**src/rtl/ibex_multdiv_issue_pkg.sv**
```systemverilog
// Shared types for the slow mult/div issue stage: engine op encoding and issue FSM states.
package ibex_pkg;

    typedef enum logic [1:0] {
        MD_OP_MULL = 2'b00,
        MD_OP_MULH = 2'b01,
        MD_OP_DIV  = 2'b10,
        MD_OP_REM  = 2'b11
    } md_op_e;

    typedef enum logic [1:0] {
        MDQ_IDLE = 2'b00,
        MDQ_BUSY = 2'b01,
        MDQ_RESP = 2'b10
    } mdq_state_e;

    function automatic logic md_is_mult(md_op_e op);
        return (op == MD_OP_MULL) || (op == MD_OP_MULH);
    endfunction

endpackage

```
**src/rtl/ibex_multdiv_issue.sv**
```systemverilog
// Request/response front end and shared resources (adder, imd regs) for ibex_multdiv_slow.
// Optional MULTDIV_DIT_EN: latch cfg_dit_i at accept and drive data_ind_timing_o from it.
module ibex_multdiv_issue
    import ibex_pkg::*;
#(
    parameter int unsigned CNT_W = 6
) (
    input  logic             clk,
    input  logic             rst,
    input  logic             req_valid_i,
    output logic             req_ready_o,
    input  md_op_e           req_op_i,
    input  logic [1:0]       req_signed_i,
    input  logic [31:0]      req_a_i,
    input  logic [31:0]      req_b_i,
    output logic             rsp_valid_o,
    input  logic             rsp_ready_i,
    output logic [31:0]      rsp_data_o,
    output logic [CNT_W-1:0] rsp_cycles_o,
    input  logic             cfg_dit_i,
    output logic             mult_en_o,
    output logic             div_en_o,
    output logic             mult_sel_o,
    output logic             div_sel_o,
    output md_op_e           operator_o,
    output logic [1:0]       signed_mode_o,
    output logic [31:0]      op_a_o,
    output logic [31:0]      op_b_o,
    input  logic [32:0]      alu_operand_a_i,
    input  logic [32:0]      alu_operand_b_i,
    output logic [33:0]      alu_adder_ext_o,
    output logic [31:0]      alu_adder_o,
    output logic             equal_to_zero_o,
    output logic             data_ind_timing_o,
    input  logic [33:0]      imd_val_d_i [2],
    input  logic [1:0]       imd_val_we_i,
    output logic [33:0]      imd_val_q_o [2],
    input  logic [31:0]      multdiv_result_i,
    input  logic             valid_i,
    output logic             multdiv_ready_id_o
);

    mdq_state_e       state_q, state_d;
    md_op_e           op_q;
    logic [1:0]       signed_q;
    logic [31:0]      a_q, b_q;
    logic [CNT_W-1:0] cnt_q, cnt_inc;
    logic [31:0]      data_q;
    logic [CNT_W-1:0] cycles_q;
    logic [33:0]      imd_q [2];
    logic             accept;
    logic             busy;

    assign alu_adder_ext_o = {1'b0, alu_operand_a_i} + {1'b0, alu_operand_b_i};
    assign alu_adder_o     = alu_adder_ext_o[32:1];
    assign equal_to_zero_o = (alu_adder_o == '0);

    assign busy    = (state_q == MDQ_BUSY);
    assign cnt_inc = (cnt_q == '1) ? cnt_q : cnt_q + CNT_W'(1);
    assign accept  = req_valid_i && req_ready_o;

    always_comb begin
        state_d            = state_q;
        req_ready_o        = 1'b0;
        rsp_valid_o        = 1'b0;
        mult_en_o          = 1'b0;
        mult_sel_o         = 1'b0;
        div_en_o           = 1'b0;
        div_sel_o          = 1'b0;
        multdiv_ready_id_o = 1'b0;
        case (state_q)
            MDQ_IDLE: begin
                req_ready_o = 1'b1;
                if (req_valid_i) state_d = MDQ_BUSY;
            end
            MDQ_BUSY: begin
                mult_en_o          = md_is_mult(op_q);
                mult_sel_o         = md_is_mult(op_q);
                div_en_o           = !md_is_mult(op_q);
                div_sel_o          = !md_is_mult(op_q);
                multdiv_ready_id_o = 1'b1;
                if (valid_i) state_d = MDQ_RESP;
            end
            MDQ_RESP: begin
                rsp_valid_o = 1'b1;
                // Consuming the response frees the slot in the same cycle: no bubble between ops.
                if (rsp_ready_i) begin
                    req_ready_o = 1'b1;
                    state_d     = req_valid_i ? MDQ_BUSY : MDQ_IDLE;
                end
            end
            default: state_d = MDQ_IDLE;
        endcase
    end

    always_ff @(posedge clk) begin
        if (rst) begin
            state_q  <= MDQ_IDLE;
            op_q     <= MD_OP_MULL;
            signed_q <= '0;
            a_q      <= '0;
            b_q      <= '0;
            cnt_q    <= '0;
            data_q   <= '0;
            cycles_q <= '0;
            for (int unsigned k = 0; k < 2; k++) imd_q[k] <= '0;
        end else begin
            state_q <= state_d;
            if (accept) begin
                op_q     <= req_op_i;
                signed_q <= req_signed_i;
                a_q      <= req_a_i;
                b_q      <= req_b_i;
                cnt_q    <= '0;
            end else if (busy) begin
                cnt_q <= cnt_inc;
            end
            if (busy && valid_i) begin
                data_q   <= multdiv_result_i;
                cycles_q <= cnt_inc;
            end
            for (int unsigned k = 0; k < 2; k++) begin
                if (imd_val_we_i[k] && busy) imd_q[k] <= imd_val_d_i[k];
            end
        end
    end

`ifdef MULTDIV_DIT_EN
    logic dit_q;
    always_ff @(posedge clk) begin
        if (rst)         dit_q <= 1'b0;
        else if (accept) dit_q <= cfg_dit_i;
    end
    assign data_ind_timing_o = dit_q;
`else
    logic unused_cfg_dit;
    assign unused_cfg_dit    = cfg_dit_i;
    assign data_ind_timing_o = 1'b0;
`endif

    assign operator_o    = op_q;
    assign signed_mode_o = signed_q;
    assign op_a_o        = a_q;
    assign op_b_o        = b_q;
    assign rsp_data_o    = data_q;
    assign rsp_cycles_o  = cycles_q;
    assign imd_val_q_o   = imd_q;

endmodule

```
**config.mk**
```make
export PLATFORM = sky130hd
export DESIGN_NAME = ibex_multdiv_issue
export DESIGN_NICKNAME = d
export VERILOG_FILES = /design/src/rtl/ibex_multdiv_issue_pkg.sv /design/src/rtl/ibex_multdiv_issue.sv
export SDC_FILE = /design/constraint.sdc
export NUM_CORES = 1
export LEC_CHECK = 0
export CORE_AREA = 5 5 185 187
export CTS_CLUSTER_SIZE = 28
export DETAILED_ROUTE_END_ITERATION = 10
export DIE_AREA = 0 0 190 192
export HOLD_SLACK_MARGIN = 0.08
export SLEW_MARGIN = 5
export SYNTH_ARGS = -nofsm -noshare
export SYNTH_HDL_FRONTEND = slang
export SYNTH_SLANG_ARGS = --single-unit
```
**constraint.sdc**
```tcl
create_clock -name clk -period 18.88 [get_ports clk]
set_input_delay 5.664 -clock clk [delete_from_list [all_inputs] [get_ports clk]]
set_output_delay 5.664 -clock clk [all_outputs]
set_load 0.02 [all_outputs]
```
==> results of run 1 <==
## cell type report
cell class | count | area [sq um] | area share [%]
repair buffers | 494 | 4930 | 35.1
multi-input cells | 826 | 4300 | 30.6
inverters | 19 | 71.3 | 0.507
diodes | 5 | 12.5 | 0.0890
clock inverters | 7 | 72.6 | 0.516
clock buffers | 22 | 474 | 3.37
well taps | 442 | 553 | 3.93
flip-flops and latches | 182 | 3640 | 25.9
## flip-flops by register name (all words and copies together), names as in the netlist
signal	count
cnt_q	6
imd_val_q_o	68
op_a_o	32
op_b_o	32
operator_o	2
rsp_cycles_o	6
rsp_data_o	32
signed_mode_o	2
state_q	2
## through the flow
step	utilization (%)	worst slack, ps
final	43.5	3260
after global routing	43.5	2890
after CTS	43.5	3190
after detailed placement	41.8	3210
after global placement	41.8	3250
after floorplan	-	4550
## per-layer routing
layer | up-vias | wire, microns | global-route usage (%)
li1 | 4560 | - | -
met1 | 4235 | 13400 | 19.6
met2 | 354 | 17100 | 31.3
met3 | 37 | 3250 | 7.34
met4 | 2 | 650 | 6.26
met5 | - | 13 | 0
## worst register-to-register path: stages, from the launching register on
cell and delay, ps:
dfxtp_1 310, nand2b_1 230, inv_1 430, and2_1 1020, nand2_1 240, a21oi_1 170
## cells by family (layout without fill, tap and decap cells)
logic type               after synthesis  count (layout)  synth area share (%)
AND/OR/NAND/NOR                      477             477                  23.3
AO/OA/AOI/OAI                        283             283                  18.7
flip-flops                           182             182                  42.7
buffers and inverters                119             542                  7.00
adder cells (fa/ha/maj)               35              35                  5.22
XOR/XNOR                              26              26                  2.67
multiplexers                           4               4                 0.484
other                                  1               6                0.0439
## report_power, final
| group | total, mW | internal [mW] | leakage, nW | switching (mW) |
|---|---|---|---|---|
| Combinational | 0.340 | 0.162 | 3.42 | 0.178 |
| Sequential | 0.411 | 0.402 | 1.48 | 0.00908 |
| Clock | 0.348 | 0.191 | 0.265 | 0.157 |
| Total | 1.10 | 0.755 | 5.17 | 0.344 |
## worst paths after layout
check,slack [ps],depth (start not counted),from,endpoint
hold / removal,450,2,signed_mode_o[1]$_SDFFE_PP0P_,signed_mode_o[1]$_SDFFE_PP0P_
hold reg to reg,450,2,signed_mode_o[1]$_SDFFE_PP0P_,signed_mode_o[1]$_SDFFE_PP0P_
setup / recovery,3260,15,alu_operand_a_i[0],equal_to_zero_o
setup reg to reg,16410,5,state_q[1]$_SDFFE_PP0P_,imd_val_q_o[2]$_SDFFE_PP0P_
## cell usage in the layout, fill, tap and decap left out, drive strengths merged, types with 9 or more instances in the layout
cell / synthesis / routed
clkbuf: 57 / 22
dfxtp: 182 / 182
inv: 19 / 21
nand2: 366 / 366
a21oi: 209 / 209
a21o: 17 / 17
o21ai: 15 / 15
xnor2: 15 / 15
nand2b: 10 / 10
xor2: 11 / 11
nor2: 38 / 38
and2: 14 / 14
nor3: 9 / 9
nand3: 9 / 9
clkdlybuf4s50: 0 / 487
ha: 34 / 34
==> results.json, run 1 <==
{
  "cts.sinks": 182,
  "hold_ws_ps": 453,
  "post_dp_cell_area_sq_um": 13500,
  "p_per_area_nw_per_um2": 78.1,
  "max_cap_violations": 0,
  "grt_pass1_wl_microns": 51300,
  "area_delta_synth_final_pct": 64.6,
  "yosysWarnings": 0,
  "synthCells": 1127,
  "insertion_delay_ps": 440,
  "synth_top_area_share_pct": 42.7,
  "final.setup.tns_ps": 0,
  "fin_skew_ps": 10.1,
  "min_period_over_period_pct": 82.8,
  "postCtsResizedCells": 0,
  "crit_path_top_delay_cell": "clkdlybuf4s50_1",
  "drcViolationCount": 0,
  "viasPerCell": 4.60,
  "drt.antenna.violating_nets": 0,
  "dr.first_iter.drc_count": 398,
  "n_fill_cell": 3222,
  "vdd_ir_drop_max_mv": 0.0767,
  "io_pins": 491,
  "finalCriticalPeriod_ps": 15620,
  "layout.nets": 1817,
  "wl_microns": 34500,
  "final_cells": 1997,
  "async_flop_share_pct": 0,
  "grt_max_degree": 106,
  "cts_root_buffer": "clkbuf_16",
  "max_stage_delay_ps": 650,
  "dr.pass1.iters": 5,
  "cts_buffers": 17,
  "worstPathRequired_ps": 13220,
  "synth-seq-area-share_pct": 42.7,
  "path_cells": "clkdlybuf4s50_1 -> ha_1 -> inv_1 -> fa_1 -> nand2b_1 -> a21o_2 -> a21oi_1 -> o21ai_0 -> a221oi_2 -> o2111ai_1 -> or4_1 -> nor4_1 -> nand4bb_1 -> nor4_2 -> clkdlybuf4s50_1",
  "syn_area_sq_um": 8540,
  "cts_max_level": 4,
  "holdCritPathClass": "reg -> reg",
  "grt_usage_pct": 17.9,
  "placed_cells": 1963,
  "syn_nets": 1404,
  "cts_setup_buffers": 0,
  "cp_num_buf_inv": 3,
  "dpl.hpwl_microns": 26600,
  "yosysMostFrequentCell": "nand2_1",
  "gp_congestion": 0.865,
  "die_y_microns": 192,
  "finalHoldViolCount": 0,
  "max-slew-margin-rel_pct": 19.0,
  "final_cell_area_sq_um": 14100,
  "rsz0062_at_grt": "no",
  "synth_area_per_cell_sq_um": 7.58,
  "gr-total-overflow": 0,
  "p_total_mw": 1.10,
  "arrival_ps": 9960,
  "leakagePower_nw": 5.17,
  "crit_path_end_kind": "output port",
  "synth_edf_count": 0,
  "crit_path_frequent_cell": "clkdlybuf4s50_1",
  "synth_commonest_cells": "nand2_1 (365), a21oi_1 (208), dfxtp_1 (182)",
  "fp.dieW_microns": 190,
  "first_global_vias": 9085,
  "cts_tree": "done",
  "crit_family": "simple AND/OR/NAND/NOR gates",
  "synth_area_leader_cell": "dfxtp_1",
  "drv_slew": 0,
  "finalSetupViolations": 0,
  "yosys-top-cells-area": "dfxtp_1 (43%), nand2_1 (16%), a21oi_1 (12%)",
  "clockBufferDepth": 2,
  "status": "complete, no violations",
  "worstSetupStartpointType": "input port",
  "port_buffers": 488,
  "wl_per_cell_microns": 17.3,
  "via_count": 9188,
  "core_area_sq_um": 32300,
  "die_area_sq_um": 36500,
  "ys_ff_latch": 182,
  "start_util_pct": 26.4,
  "drive_gt1_share_pct": 3.03,
  "core.rowCount": 66,
  "cts.reportedPaths.clkPinSlew_ps": 60,
  "ys.flop_type": "dfxtp_1",
  "max_freq_ghz": 0.0640,
  "worst_pin_slew_ps": 1220,
  "path_class": "in -> out",
  "cp_max_fo": 4,
  "hold_buffers": 0,
  "ys_types": 59,
  "antenna_found_initial": 6
}
No activity file was read; power rests on OpenSTA's default activity.
==> run 2: changes to the inputs <==
==> constraint.sdc (replaced) <==
create_clock -name clk -period 14.8 [get_ports clk]
set_input_delay 4.44 -clock clk [delete_from_list [all_inputs] [get_ports clk]]
set_output_delay 4.44 -clock clk [all_outputs]
set_load 0.02 [all_outputs]
==> run 2 against run 1 <==
Against the previous run:
- critical path depth unchanged
- setup slack lost 1700 ps
- highest routed layer unchanged
- combinational power is 27% higher
==> results.json, run 2 (synthesis results as in run 1) <==
{
  "core_area_sq_um": 32300,
  "min_period_over_period_pct": 89.2,
  "dr.first_iter.drc_count": 392,
  "core.rowCount": 66,
  "leakagePower_nw": 5.21,
  "grt_pass1_wl_microns": 50800,
  "crit_path_frequent_cell": "clkdlybuf4s50_1",
  "via_count": 9204,
  "drive_gt1_share_pct": 3.35,
  "io_pins": 491,
  "status": "complete, no violations",
  "final_cell_area_sq_um": 14100,
  "path_class": "in -> out",
  "start_util_pct": 26.4,
  "finalSetupViolations": 0,
  "die_y_microns": 192,
  "wl_per_cell_microns": 17.1,
  "holdCritPathClass": "reg -> reg",
  "power_frac_clock_pct": 33.8,
  "gp_congestion": 0.860,
  "crit_path_top_delay_cell": "clkdlybuf4s50_1",
  "cts.sinks": 182,
  "crit_family": "simple AND/OR/NAND/NOR gates",
  "final.setup.tns_ps": 0,
  "fin_ws_ps": 1600,
  "clockBufferDepth": 2,
  "dpl.hpwl_microns": 26600,
  "fp.dieW_microns": 190,
  "crit-reg2reg-launch": "state_q[1]$_SDFFE_PP0P_",
  "cp_num_buf_inv": 3,
  "insertion_delay_ps": 440,
  "max-slew-margin-rel_pct": 19.8,
  "cts_root_buffer": "clkbuf_16",
  "viasPerCell": 4.60,
  "n_fill_cell": 3206,
  "port_buffers": 488,
  "dr.pass1.iters": 4,
  "rsz0062_at_grt": "no",
  "layout_common_cells": "clkdlybuf4s50_1 (487), nand2_1 (364), a21oi_1 (208)",
  "seqPwrFrac_pct": 36.3,
  "largest_reg_flops": 68,
  "placed_cells": 1964,
  "drt.antenna.violating_nets": 0,
  "p_total_mw": 1.45,
  "cts_buffers": 17,
  "max_stage_delay_ps": 650,
  "path_cells": "clkdlybuf4s50_1 -> ha_1 -> inv_1 -> fa_1 -> nand2b_1 -> a21o_2 -> a21oi_1 -> o21ai_0 -> a221oi_2 -> o2111ai_1 -> or4_1 -> nor4_1 -> nand4bb_1 -> nor4_2 -> clkdlybuf4s50_1",
  "pre_cts_slack_ps": 1580,
  "grt_usage_pct": 17.8,
  "first_global_vias": 9102,
  "combinationalPowerShare_pct": 30.0,
  "cp_max_fo": 4,
  "post_dp_cell_area_sq_um": 13500,
  "finalCriticalPeriod_ps": 13200,
  "drv_slew": 0,
  "antenna_found_initial": 6,
  "cts_max_level": 4,
  "fin_skew_ps": 7.42,
  "max_cap_violations": 0,
  "die_area_sq_um": 36500,
  "layout.nets": 1818,
  "final_cells": 2000,
  "crit_path_end_kind": "output port",
  "max_freq_ghz": 0.0758,
  "intPower_mw": 0.997,
  "crit_start": "alu_operand_a_i[0]",
  "p_per_area_nw_per_um2": 102,
  "worstSetupStartpointType": "input port",
  "postCtsResizedCells": 0,
  "cts.reportedPaths.clkPinSlew_ps": 70,
  "worstPathRequired_ps": 10360,
  "switchingPower_mw": 0.448,
  "grt_max_degree": 90,
  "finalHoldViolCount": 0,
  "cts_setup_buffers": 0,
  "worst_pin_slew_ps": 1200,
  "arrival_ps": 8760,
  "vdd_ir_drop_max_mv": 0.0795,
  "wl_microns": 34300,
  "cts_tree": "done",
  "area_delta_synth_final_pct": 65.6,
  "final_common_cell": "clkdlybuf4s50_1",
  "hold_buffers": 0,
  "p_sw_share_pct": 31.0,
  "worstHoldStart": "op_b_o[29]$_SDFFE_PP0P_",
  "drcViolationCount": 0,
  "gr-total-overflow": 0
}
[run 2: cell count changes in the layout (fill, tap and decap cells not counted), sizes merged]
cell / before / now
bufinv: 1 / 3
clkbuf: 22 / 20
diode: 5 / 4
buf: 7 / 8
clkinv: 2 / 3
inv: 21 / 23
[run 2: worst paths after layout]
path,slack [ps],to,depth (start not counted)
max,1600,equal_to_zero_o,15
min,450,op_b_o[29]$_SDFFE_PP0P_,2
max reg2reg,12390,imd_val_q_o[2]$_SDFFE_PP0P_,5
min reg2reg,450,op_b_o[29]$_SDFFE_PP0P_,2
[run 2: power groups by stage]
stage | registers [mW] | logic (mW) | clock network [mW]
final | 0.524 | 0.433 | 0.488
after floorplan | 0.562 | 0.207 | 0
after global placement | 0.534 | 0.434 | 0
after global routing | 0.527 | 0.464 | 0.525
after detailed placement | 0.535 | 0.437 | 0
after CTS | 0.524 | 0.438 | 0.507
[run 2: worst reg2reg max path: stages, from the launching register on]
cell and delay (ps):
dfxtp_1 310, nand2b_1 220, inv_1 440, and2_1 990
nand2_1 200, a21oi_1 170
[run 2: layout make-up]
type / count / area, sq um / share of cell area [%]
diodes: 4 / 10.0 / 0.0708
clock buffers: 20 / 457 / 3.23
clock inverters: 12 / 165 / 1.17
inverters: 19 / 71.3 / 0.504
multi-input cells: 826 / 4300 / 30.4
flip-flops and latches: 182 / 3640 / 25.8
well taps: 442 / 553 / 3.91
repair buffers: 495 / 4940 / 34.9
[run 2: metrics by stage]
step	hold slack, ps	utilization, %
finish	453	43.8
global route	468	43.8
CTS	455	43.8
detailed placement	446	41.8
global placement	441	41.8
floorplan	499	-
[run 2: per-layer routing]
layer,GRT usage [%],share of wire (%)
met1,19.0,38
met2,31.2,50
met3,7.96,9.8
met4,5.87,1.9
met5,0,0.058
==> run 3: changes to the inputs <==
--- a/config.mk
+++ b/config.mk
@@ -10,7 +10,6 @@
 export DETAILED_ROUTE_END_ITERATION = 10
 export DIE_AREA = 0 0 190 192
 export HOLD_SLACK_MARGIN = 0.08
-export SLEW_MARGIN = 5
 export SYNTH_ARGS = -nofsm -noshare
 export SYNTH_HDL_FRONTEND = slang
 export SYNTH_SLANG_ARGS = --single-unit
==> results of run 3 <==
No change in the layout: final DEF, timing and power equal those of run 2.
